`config.mk`:
```
export PLATFORM = sky130hd
export DESIGN_NAME = uart_rx_ctrl
export DESIGN_NICKNAME = d
export VERILOG_FILES = /design/src/rtl/uart_rx_pkg.sv /design/src/rtl/uart_edge_bit_counter.sv /design/src/rtl/uart_rx_ctrl.sv
export SDC_FILE = /design/constraint.sdc
export NUM_CORES = 1
export LEC_CHECK = 0
export CAP_MARGIN = 20
export CORE_MARGIN = 2
export CORE_UTILIZATION = 44
export CTS_CLUSTER_DIAMETER = 50
export DETAILED_ROUTE_END_ITERATION = 10
export PLACE_DENSITY = 0.75
export SYNTH_ARGS = -nofsm -noshare
export SYNTH_HDL_FRONTEND = slang
export SYNTH_SLANG_ARGS = --single-unit
```
`constraint.sdc`:
```
create_clock -name CLK -period 2.1 [get_ports CLK]
set_clock_uncertainty 0.15 [all_clocks]
set_input_delay 0.21 -clock CLK [delete_from_list [all_inputs] [get_ports CLK]]
set_output_delay 0.21 -clock CLK [all_outputs]
set_load 0.05 [all_outputs]
```
`src/rtl/uart_rx_pkg.sv`:
```
// Shared encodings for the UART receive frame sequencer: FSM states, frame bit
// indices and the oversampling ratios the sampler supports.
package uart_rx_pkg;

    typedef enum logic [2:0] {
        IDLE   = 3'd0,
        START  = 3'd1,
        DATA   = 3'd2,
        PARITY = 3'd3,
        STOP   = 3'd4,
        CHECK  = 3'd5
    } rx_state_t;

    localparam int START_BIT      = 0;
    localparam int FIRST_DATA_BIT = 1;

    localparam int PRESCALE_8  = 8;
    localparam int PRESCALE_16 = 16;
    localparam int PRESCALE_32 = 32;

    function automatic logic prescale_legal(input int p);
        return (p == PRESCALE_8) || (p == PRESCALE_16) || (p == PRESCALE_32);
    endfunction

endpackage

```
`src/rtl/uart_edge_bit_counter.sv`:
```
// Oversample edge counter with bit counter: edge_cnt runs 0..wrap-1 and bumps
// bit_cnt on each wrap; cleared while disabled, preset to edge 1 on load_one.
module uart_edge_bit_counter
    import uart_rx_pkg::*;
#(
    parameter int PRESCALE_W = 6
) (
    input  logic                  clk,
    input  logic                  rst,
    input  logic                  en,
    input  logic                  load_one,
    input  logic [PRESCALE_W-1:0] wrap,
    output logic [PRESCALE_W-1:0] edge_cnt,
    output logic [3:0]            bit_cnt
);

    logic last_edge;

    assign last_edge = (edge_cnt == (wrap - 1'b1));

    always_ff @(posedge clk) begin
        if (rst) begin
            edge_cnt <= '0;
            bit_cnt  <= '0;
        end else if (load_one) begin
            // the start-detect cycle already counted as edge 0
            edge_cnt <= PRESCALE_W'(1);
            bit_cnt  <= 4'(START_BIT);
        end else if (!en) begin
            edge_cnt <= '0;
            bit_cnt  <= '0;
        end else if (last_edge) begin
            edge_cnt <= '0;
            bit_cnt  <= bit_cnt + 4'd1;
        end else begin
            edge_cnt <= edge_cnt + 1'b1;
        end
    end

endmodule

```
`src/rtl/uart_rx_ctrl.sv`:
```
// UART receive frame sequencer: tracks start/data/parity/stop bit slots, gates
// the checkers and deserializer, and reports each frame as good or bad.
//
// state  | meaning
// IDLE   | line idle, waiting for a falling edge on RX_IN
// START  | start bit; start checker enabled, glitch returns to IDLE
// DATA   | data bits; each sampler DONE shifts the deserializer
// PARITY | parity bit (only when latched PAR_EN); parity checker enabled
// STOP   | stop bit; stop checker enabled
// CHECK  | one cycle verdict: data_valid or frame_err
module uart_rx_ctrl
    import uart_rx_pkg::*;
#(
    parameter int PRESCALE_W = 6,
    parameter int DATA_W     = 8
) (
    input  logic                  CLK,
    input  logic                  RST,
    input  logic                  RX_IN,
    input  logic                  PAR_EN,
    input  logic [PRESCALE_W-1:0] Prescale,
    input  logic                  DONE,
    input  logic                  strt_glitch,
    input  logic                  par_err,
    input  logic                  stp_err,
    output logic                  dat_samp_en,
    output logic [PRESCALE_W-1:0] edge_cnt,
    output logic [3:0]            bit_cnt,
    output logic                  strt_chk_en,
    output logic                  par_chk_en,
    output logic                  stp_chk_en,
    output logic                  clearFlag,
    output logic                  deser_en,
    output logic                  data_valid,
    output logic                  frame_err
);

    localparam logic [3:0] LAST_DATA_BIT = 4'(FIRST_DATA_BIT + DATA_W - 1);

    rx_state_t             state, state_nxt;
    logic                  par_lat;
    logic [PRESCALE_W-1:0] p_lat;
    logic                  last_edge;
    logic                  frame_bad;
    logic                  load_one;
    logic                  cnt_en;

    uart_edge_bit_counter #(
        .PRESCALE_W (PRESCALE_W)
    ) u_edge_bit_counter (
        .clk      (CLK),
        .rst      (RST),
        .en       (cnt_en),
        .load_one (load_one),
        .wrap     (p_lat),
        .edge_cnt (edge_cnt),
        .bit_cnt  (bit_cnt)
    );

    assign last_edge = (edge_cnt == (p_lat - 1'b1));
    assign frame_bad = stp_err | (par_lat & par_err);
    assign cnt_en    = (state_nxt != IDLE);

    always_ff @(posedge CLK) begin
        if (RST) begin
            state <= IDLE;
        end else begin
            state <= state_nxt;
        end
    end

    // Frame configuration is frozen at start-bit entry; an unsupported ratio
    // falls back to 8 so the edge counter always has a sane wrap point.
    always_ff @(posedge CLK) begin
        if (RST) begin
            par_lat <= 1'b0;
            p_lat   <= PRESCALE_W'(PRESCALE_8);
        end else if (load_one) begin
            par_lat <= PAR_EN;
            p_lat   <= prescale_legal(int'(Prescale)) ? Prescale
                                                      : PRESCALE_W'(PRESCALE_8);
        end
    end

    always_comb begin
        state_nxt   = state;
        load_one    = 1'b0;
        dat_samp_en = 1'b0;
        strt_chk_en = 1'b0;
        par_chk_en  = 1'b0;
        stp_chk_en  = 1'b0;
        clearFlag   = 1'b0;
        deser_en    = 1'b0;
        data_valid  = 1'b0;
        frame_err   = 1'b0;

        case (state)
            IDLE: begin
                if (!RX_IN) begin
                    state_nxt = START;
                    load_one  = 1'b1;
                end
            end
            START: begin
                dat_samp_en = 1'b1;
                strt_chk_en = 1'b1;
                clearFlag   = 1'b1;
                if (last_edge) begin
                    state_nxt = strt_glitch ? IDLE : DATA;
                end
            end
            DATA: begin
                dat_samp_en = 1'b1;
                clearFlag   = 1'b1;
                deser_en    = DONE;
                if (last_edge && (bit_cnt == LAST_DATA_BIT)) begin
                    state_nxt = par_lat ? PARITY : STOP;
                end
            end
            PARITY: begin
                dat_samp_en = 1'b1;
                par_chk_en  = 1'b1;
                clearFlag   = 1'b1;
                if (last_edge) begin
                    state_nxt = STOP;
                end
            end
            STOP: begin
                dat_samp_en = 1'b1;
                stp_chk_en  = 1'b1;
                clearFlag   = 1'b1;
                if (last_edge) begin
                    state_nxt = CHECK;
                end
            end
            CHECK: begin
                dat_samp_en = 1'b1;
                data_valid  = !frame_bad;
                frame_err   = frame_bad;
                // a low line here is already the next start bit's edge 0
                if (!RX_IN) begin
                    state_nxt = START;
                    load_one  = 1'b1;
                end else begin
                    state_nxt = IDLE;
                end
            end
            default: begin
                state_nxt = IDLE;
            end
        endcase
    end

endmodule

```
# After elaboration in Yosys (flattened, before gate mapping)
# Index checks and enable logic that the tools add are counted.
# classes
addsub	3
eq_ne	10
mux	23
bitwise	3
reduce_logical	11
# ops
cell	n
two-way mux 3 bit	6
one-hot mux 3 bit (6 select lines)	1
two-way mux 1 bit	14
equality test 6 bit, second input constant	2
OR reduction 4 bit	2
adder 6 x 1 -> 6 bit, second input constant	1
equality test 3 x 2 -> 1 bit, second input constant	2
equality test 3 bit, second input constant	2
equality test 6 x 5 -> 1 bit, second input constant	1
equality test 6 bit	1
two-way mux 6 bit	1
subtractor 6 x 1 -> 6 bit, second input constant	1
OR reduction 5 bit	1
adder 4 x 1 -> 4 bit, second input constant	1
equality test 4 bit, second input constant	1
equality test 3 x 1 -> 1 bit, second input constant	1
zero test 3 bit	1
nonzero test 3 bit	1
OR reduction 3 bit	1
logical OR 1 bit	2
two-way mux 2 bit	1
OR reduction 2 bit	1
AND 1 bit	1
logical AND 1 bit	1
3 further kinds	3
# word_totals
register_bits	20
output_inout_bits	18
elab_cells	56

# Longest topological paths before layout
# Gate-level depths: netlist of run 1.
# depth
depth_word	8
depth_mapped	7
ltp_nobuf	7

# By module
# From an unflattened synthesis of run 1, not the netlist that was laid out.
# unflattened
hier_cells	162
area_unflattened_um2	1346.3
# by_module_without_submodules
module	n_inst	cells_each	area_each_um2	seq_area_each_um2
uart_rx_ctrl	1	93	726.9	200.2
uart_edge_bit_counter	1	69	619.3	200.2

# Least setup slack after synthesis of run 1
# OpenSTA, ideal clock, no wires.
# synth_timing
path_type	reg-to-reg
startpoint	register p_lat[0]
endpoint	register u_edge_bit_counter.edge_cnt[0]
setup_ns	0.089
arrival_time_ns	1.806
required_time_ns	1.861
setup_slack_ns	0.055
stages_incl_launch_ff	8
n_path_buf	0
period_less_slack_ns	2.045
cell_sequence	dfxtp_1 > inv_1 > ha_1 > and2_4 > a211o_1 > a32oi_4 > o21ai_4 > o32ai_2
# synth_via
elab_chain_cells	8
word_cells_on_any_way	12
classes_between	add/sub: 1; eq/ne: 1; mux: 8; reduce/logical: 2
# synth_rtl
element	line	source
from (decl)	uart_rx_ctrl.sv:42	logic [PRESCALE_W-1:0] p_lat;
from (signal assigned)	uart_rx_ctrl.sv:77	p_lat <= PRESCALE_W'(PRESCALE_8);
from (signal assigned)	uart_rx_ctrl.sv:80	p_lat <= prescale_legal(int'(Prescale)) ? Prescale
subtractor 6 x 1 -> 6 bit (*)	uart_edge_bit_counter.sv:19, uart_rx_ctrl.sv:60	
equality test 6 bit (*)	uart_edge_bit_counter.sv:19, uart_rx_ctrl.sv:60	
logical AND 1 bit	uart_rx_ctrl.sv:116	if (last_edge && (bit_cnt == LAST_DATA_BIT)) begin
two-way mux 3 bit	uart_rx_ctrl.sv:116	
one-hot mux 3 bit (6 select lines)	uart_rx_ctrl.sv:97	case (state)
nonzero test 3 bit	uart_rx_ctrl.sv:62	assign cnt_en = (state_nxt != IDLE);
two-way mux 1 bit (*)	uart_edge_bit_counter.sv:29	end else if (!en) begin
two-way mux 1 bit (*)	uart_edge_bit_counter.sv:25	end else if (load_one) begin
to (signal assigned)	uart_edge_bit_counter.sv:36	edge_cnt <= edge_cnt + 1'b1;
to (decl)	uart_edge_bit_counter.sv:13	output logic [PRESCALE_W-1:0] edge_cnt,
# Mark *: on every way between the ends. The rest lies on a longest branch, timed or not.
# A chain may end at the register's enable or synchronous reset.

# Worst setup path after layout of run 1
# layout_timing
startpoint	register p_lat[1]
endpoint	register state[0]
# layout_via
elab_chain_cells	5
word_cells_on_any_way	8
classes_between	add/sub: 1; eq/ne: 1; mux: 5; reduce/logical: 1
# layout_rtl
element	line	source
subtractor 6 x 1 -> 6 bit (*)	uart_rx_ctrl.sv:60	assign last_edge = (edge_cnt == (p_lat - 1'b1));
equality test 6 bit (*)	uart_rx_ctrl.sv:60	
logical AND 1 bit	uart_rx_ctrl.sv:116	
two-way mux 3 bit	uart_rx_ctrl.sv:116	
one-hot mux 3 bit (6 select lines) (*)	uart_rx_ctrl.sv:97	
to (signal assigned)	uart_rx_ctrl.sv:68	state <= state_nxt;
to (decl)	uart_rx_ctrl.sv:40	rx_state_t state, state_nxt;
# Marks and branches as above.

==> results of run 1 <==
==> cells in the final DEF (no fill, tap or decap), types with 4 or more instances in the layout <==
cell type	netlist	layout
nor2_1	11	11
buf_12	0	5
clkdlybuf4s50_1	0	23
dfxtp_1	20	17
nand3_1	4	4
nor3_1	6	6
nand2_1	7	7
xnor2_1	8	8
xor2_1	5	5
nor3_2	4	4
inv_1	8	7
a21oi_1	8	7
buf_4	2	14
==> power by group <==
| group | switching, mW | total (mW) | internal, mW |
|---|---|---|---|
| combinational | 0.0995 | 0.183 | 0.0835 |
| sequential | 0.0155 | 0.403 | 0.388 |
| clock | 0.122 | 0.189 | 0.0671 |
| total | 0.237 | 0.775 | 0.538 |
==> per-stage QoR <==
step | power (mW) | std cells
final | 0.775 | 217
after global routing | 0.813 | 217
after CTS | 0.776 | 215
after detailed placement | 0.593 | 212
after global placement | 0.588 | 212
after floorplan | 0.523 | 147
==> routing by layer <==
layer,part of all wire [%],wire length (microns),vias to the layer above
met2,49,1540,38
met3,5.5,172,7
met5,0,0,-
met1,43,1350,590
met4,2.1,65,0
li1,-,-,617
==> synth_stat cells (4+ instances only) <==
master   count  area [sq um]
xor2_1       5          43.8
nor3_2       4          40.0
nor2_1      11          41.3
a21oi_1      8          40.0
nand2_1      7          26.3
nand3_1      4          20.0
dfxtp_1     20           400
inv_1        8          30.0
nor3_1       6          30.0
ha_1         4          50.1
xnor2_1      8          70.1
==> layout make-up <==
type,count,area share (%)
Multi-Input combinational cell,112,48.1
Timing Repair Buffer,42,24.1
Sequential cell,20,22.4
Tap cell,31,2.15
Inverter,9,2.01
Clock buffer,3,1.25
==> critical path, delay by kind of cell (launching register included) <==
kind | cells | cell delay, ps
adders and majority gates | 1 | 190
buffers and inverters | 3 | 350
DFF | 1 | 340
AOI/OAI and AO/OA | 3 | 840
and+or+nand+nor | 2 | 80
==> cell families after synthesis <==
logic type | count (synthesis) | share of synthesized area, %
and+or+nand+nor | 60 | 26.7
AOI/OAI and AO/OA | 33 | 23.9
DFF | 20 | 30.0
buffers and inverters | 15 | 5.62
xor gates and xnor gates | 13 | 8.52
adders and majority gates | 5 | 4.59
muxes | 1 | 0.749
==> registers in the layout (all words and copies together), names as in the netlist <==
register                     count
p_lat                            6
u_edge_bit_counter.edge_cnt      6
u_edge_bit_counter.bit_cnt       4
state                            3
par_lat                          1
==> timing repair <==
action	in CTS	in global routing
pin swaps	1	3
endpoints found under the setup margin	2	14
resized for setup	0	6
hold buffers	0	0
buffers inserted	0	2
==> final timing paths <==
kind,start,endpoint,depth (start not counted)
hold reg to reg,p_lat[0],p_lat[0],2
setup / recovery,p_lat[1],state[0],9
setup reg to reg,p_lat[1],state[0],9
hold / removal,p_lat[0],p_lat[0],2
==> run summary, run 1 <==
Of the available clock period, the critical path in the final layout requires 96.7%. Of the cells placed in the final design, the portion with a size suffix greater than 1 is 25.8%. The overall die height is 59.1 microns. The layout net count is 206. The tightest min-delay check is of the register to register type. The met2 track demand over resource came out at 32.4%. The register area came out at 404 sq um. The final max-slew violation count came out at 0. The cell area after layout is 1800 sq um. The count of max-cap constraint violations is 0. The largest net degree at the start of global routing is 13.

The pin slew with the least headroom to its limit is 493 ps. The number of failing hold endpoints at the final stage came out at 0. The worst slew margin relative to its limit is 67.1%.

The flow ran to the end, but the final reports show violations. The synthesis-to-layout area growth is 35.0%. The layer flagged by global routing as most heavily used is met2. The core region is 2830 sq um.

The register-to-register setup slack is 70 ps. The antenna diode count came out at 0. At the worst endpoint, the required time is 2170 ps. For this block, the routed nets add up to 3130 microns of wire. The final reports fail on design-rule violations. The core utilization of the finished layout came out at 63.8%. The via count of the first global-routing pass came out at 1,180. Across all hold checks on the routed design, the worst slack comes to 319 ps.

The distinct cell type count of the synthesized netlist is 55. The most used flip-flop cell after synthesis is dfxtp_1. The worst path meets setup with 69.5 ps of slack. STA classifies the critical path startpoint as a register.

The clock insertion delay at the later pin of the skew report came out at 310 ps. The die area is 3490 sq um. The number of synthesized flops with an enable pin is 0. The largest buffer count on any clock path is 2. The overall die width is 59.1 microns. The multi-input combinational cells in the finished layout cover a total of 867 sq um. The post-synthesis register bit count came out at 20. Walking the worst path, the cells encountered are inv_1, ha_2, buf_4, nor2_1, a211o_1, a32oi_4, buf_12, nor3_1, a311oi_1. TritonCTS built the clock tree.

The clock drives 20 sinks. The worst-case setup slack after placement came out at -4.01 ps. The setup-violating endpoint count in the final report is 0. For this design the static power due to leakage is 0.682 nW. In the routed design, unresolved DRC markers number 1. Counting every net in the synthesized netlist gives 165. The violation count after the first detailed-routing iteration came out at 32. Global routing finished with a remaining overflow of 0.

Once detail routing completed, the nets flagged for antenna violations numbered 0. The maximum level of the CTS H-tree came out at 1. On the critical path, the stage with the largest delay is an instance of dfxtp_2. The cell row count is 19.

The number of search-and-repair iterations in the first detailed-routing pass is 7. The average wire per cell in the routed design came out at 14.4 microns. The maximum ir drop on the vdd rail is 0.202 mV. STA classifies the critical path endpoint as a register. The instance area at placement is 1740 sq um. Summed over all failing endpoints, the final setup total negative slack is 0 ps. The half-perimeter wire length after detailed placement came out at 2440 microns. The warning count from the yosys run is 0.

The routing usage on met3 came out at 3.93%. The count of pins on the block boundary is 32. The type of the setup path with the least slack is register to register.

The average cell area after synthesis came out at 9.09 sq um. The ratio of routed vias to standard cells came out at 5.77. The detailed router placed 1,252 vias in this run. The number of CTS-inserted buffers is 3.

The initial antenna violation count is 0. The fraction of synthesis flops using an asynchronous set or reset pin came out at 0%. The first global-routing pass estimated 5260 microns of wire. The largest driver fanout on the critical path is 6. After synthesis, flip-flops and latches occupy 30.0% of the total area.

Clock-pin slew was measured on the worst setup and hold paths at 110 ps. In the global route stage, overall resource usage came out at 19.4%. The power per cell area is 429 nW/um^2. Clock tree synthesis selected as its root buffer the cell clkbuf_4. The data arrival time of the critical path came out at 2110 ps. The mapped netlist covers 1340 sq um. The peak clock frequency supported by timing is 0.492 GHz. The minimum clock period is 2030 ps. The delay contributed by the slowest stage of the critical path came out at 340 ps.

The met1 track demand over resource in global routing came out at 24.4%. The synthesized netlist cell count is 147. The quantity of I/O buffers inserted on ports came out at 31. At the end of routability-driven placement, the weighted congestion stood at 0.810.

The filler cells instantiated in the layout total 240. The initial utilization of the core area, before any placement, comes to 47.2%.
No activity file was read; power rests on OpenSTA's default activity.
==> run 2, diff against run 1 <==
--- a/config.mk
+++ b/config.mk
@@ -6,7 +6,6 @@
 export NUM_CORES = 1
 export LEC_CHECK = 0
 export CAP_MARGIN = 20
-export CORE_MARGIN = 2
 export CORE_UTILIZATION = 44
 export CTS_CLUSTER_DIAMETER = 50
 export DETAILED_ROUTE_END_ITERATION = 10
==> run 2 against run 1 <==
  * The run now ends clean
  * Cell count decreased by 0.92%
  * Register-to-register slack about the same
  * Combinational power about the same
  * Via count decreased by 3.8%
  * Worst hold slack improved by 25 ps
  * Flip-flop and latch count unchanged
  * Clock-buffer cell count increased by 1
  * Core utilization decreased by 0.084 points
  * Wire length decreased by 2.7%
  * Maximum frequency decreased by 0.52%
  * Critical path type unchanged
==> run summary, run 2 (synthesis gave the netlist of run 1 again) <==
In the layout the commonest cells are 22 x clkdlybuf4s50_1, 16 x dfxtp_1, 11 x nor2_1, 11 x buf_4. The number of cells on the worst reg-to-reg path is 8 (-1). The remaining number of nets flagged by the antenna check after routing came out at 0 (unchanged).

The startpoint identified for the worst register-to-register timing path is p_lat[1]. The overall die width is 57.1 microns (-3.4%). The footprint of the multi-input gates is 863 sq um (-0.43%). The worst hold path startpoint is PAR_EN. The core utilization of the finished layout came out at 63.7% (-0.084 points). The pin slew with the least headroom to its limit is 506 ps (+13.3 ps).

The path class of the tightest hold or removal check is input port to register. The endpoint identified for the worst register-to-register timing path is u_edge_bit_counter.bit_cnt[3]. The register area came out at 405 sq um (+0.31%). The global-route usage over all layers is 20.4% (+1.1 points).

The number of search-and-repair iterations in the first detailed-routing pass is 4 (-3). The count of buffers added by post-CTS timing repair for setup was 0 (unchanged). The initial antenna violation count came out at 0 (unchanged). The number of cells traversed by the worst hold path is 3 (+1). The maximum ir drop on the vdd rail is 0.309 mV (+53%). The antenna diode count came out at 0 (unchanged). The period utilization was 97.2% (+0.50 points). The number of failing hold endpoints at the final stage was 0 (unchanged). The flow ran to the end, and the final reports show no timing, DRC or antenna violations. The library cell used most frequently in the layout, excluding fill and tap cells, is clkdlybuf4s50_1. The cell row count came out at 19 (unchanged). The total core area came out at 2810 sq um (-0.84%).

The wire length of the first global-routing pass came to 5350 microns (+1.7%). The required time of the critical path came to 2170 ps (about the same). The last weighted congestion value of the routability-driven placer is 0.793 (-2.0%).

The peak clock frequency supported by timing is 0.490 GHz (-0.52%). The critical path is of the register to register type. The minimum clock period came to 2040 ps (+10.5 ps). The setup-violating endpoint count in the final report came to 0 (unchanged).

The worst setup slack after layout is 59.0 ps (-10.5 ps). The number of CTS-inserted buffers is 3 (unchanged). The layout net count came to 203 (-1.5%). The maximum level of the CTS H-tree came out at 1 (unchanged). The largest buffer count on any clock path was 2 (unchanged).

The worst slew margin relative to its limit is 66.2% (-0.89 points). The final max-slew violation count came out at 0 (unchanged). The worst-case setup slack after placement is -8.73 ps (-4.72 ps).

TritonCTS built the clock tree. The register-to-register setup slack is 60 ps (about the same). The instance area at placement came out at 1740 sq um (-0.43%). The largest net degree at the start of global routing is 14 (+1). The via count of the first global-routing pass was 1,231 (+4.3%). The ratio of routed vias to standard cells was 5.60 (-2.9%). The initial core utilization came out at 47.6% (+0.40 points). The largest driver fanout on the critical path came out at 4 (-2). The largest registers in the layout are p_lat x6, u_edge_bit_counter.edge_cnt x6, u_edge_bit_counter.bit_cnt x4. The violation count after the first detailed-routing iteration came out at 19 (-41%).

The worst setup path is captured at a register. The overall die height came out at 57.1 microns (-3.4%). The quantity of I/O buffers inserted on ports is 31 (unchanged). The overall routed net length was 3040 microns (-2.7%). The die area is 3260 sq um (-6.7%). The number of design rule violations left after detail routing came out at 0 (-1).

The remaining global-route overflow came out at 0 (unchanged). The power per cell area came to 456 nW/um^2 (+6.2%). STA classifies the critical path startpoint as a register. The clock insertion delay at the later pin of the skew report is 310 ps (about the same). CTS placed an instance of clkbuf_4 at the clock tree root. The worst hold path terminates at par_lat. The synthesis-to-layout area growth came out at 33.7%. The static leakage was 0.687 nW (+0.69%). The via count came out at 1,204 (-3.8%). The clock transition at the register clock pins on the worst setup and hold paths after CTS was 120 ps (about the same).

The ratio of cells with drive above 1 in the final layout is 24.5% (-1.3 points). The count of pins on the block boundary came out at 32 (unchanged). The number of fillers in the final layout came out at 252 (+5.0%). The average wire per cell in the routed design came out at 14.2 microns (-1.8%).

The count of max-cap constraint violations came out at 0 (unchanged). The data arrival time of the critical path is 2110 ps (about the same). The half-perimeter wire length after detailed placement was 2440 microns (about the same). The cell area after layout came out at 1790 sq um (-0.97%). The number of sinks handled by clock tree synthesis is 20 (unchanged).
## run 2: worst max-delay path by stage
stage          startpoint                              to  cells after the start
6_report         p_lat[1]   u_edge_bit_counter.bit_cnt[3]                      8
5_1_grt          p_lat[0]                        state[0]                      7
4_1_cts          p_lat[1]   u_edge_bit_counter.bit_cnt[3]                      8
3_5_place_dp     p_lat[1]   u_edge_bit_counter.bit_cnt[3]                      8
3_3_place_gp     p_lat[1]   u_edge_bit_counter.bit_cnt[3]                      8
2_1_floorplan    p_lat[0]  u_edge_bit_counter.edge_cnt[0]                      7
## run 2: repair_timing
item	in CTS	in global routing
setup endpoints to repair	2	8
pin swaps	1	2
resized for setup	0	7
hold buffers	0	0
## run 2: final cells by class
cell class | count | area share, %
well taps | 31 | 2.17
flip-flops and latches | 20 | 22.7
repair buffers | 39 | 22.8
clock buffers | 4 | 2.03
multi-input cells | 112 | 48.3
inverters | 9 | 2.03
## run 2: where the power goes
group          internal (mW)  switching [mW]  leakage (nW)
logic                 0.0830          0.0996         0.502
clock network          0.106           0.124        0.0210
registers              0.388          0.0144         0.164
## run 2: per-layer routing
metal | GRT usage (%) | up-vias | wire length, microns
li1 | - | 609 | -
met1 | 26.9 | 566 | 1390
met2 | 35.5 | 25 | 1500
met3 | 2.72 | 4 | 106
met5 | 0 | - | 0
met4 | 5.23 | 0 | 44
## run 2: critical path: stages, from the launching register on
cell	delay, ps
dfxtp_2	360
inv_1	60
ha_2	190
and2_4	180
a211o_1	340
a32oi_4	280
buf_6	170
a2111oi_4	30
o21a_1	190
## run 2: through the flow
step                      hold slack, ps  std cells  power, mW  TNS, ps
after detailed placement             336        211      0.593    -8.73
after global placement               303        211      0.588        0
after global routing                 364        215      0.860    -5.81
after floorplan                      177        147      0.523        0
after CTS                            352        215      0.818        0
final                                344        215      0.815        0
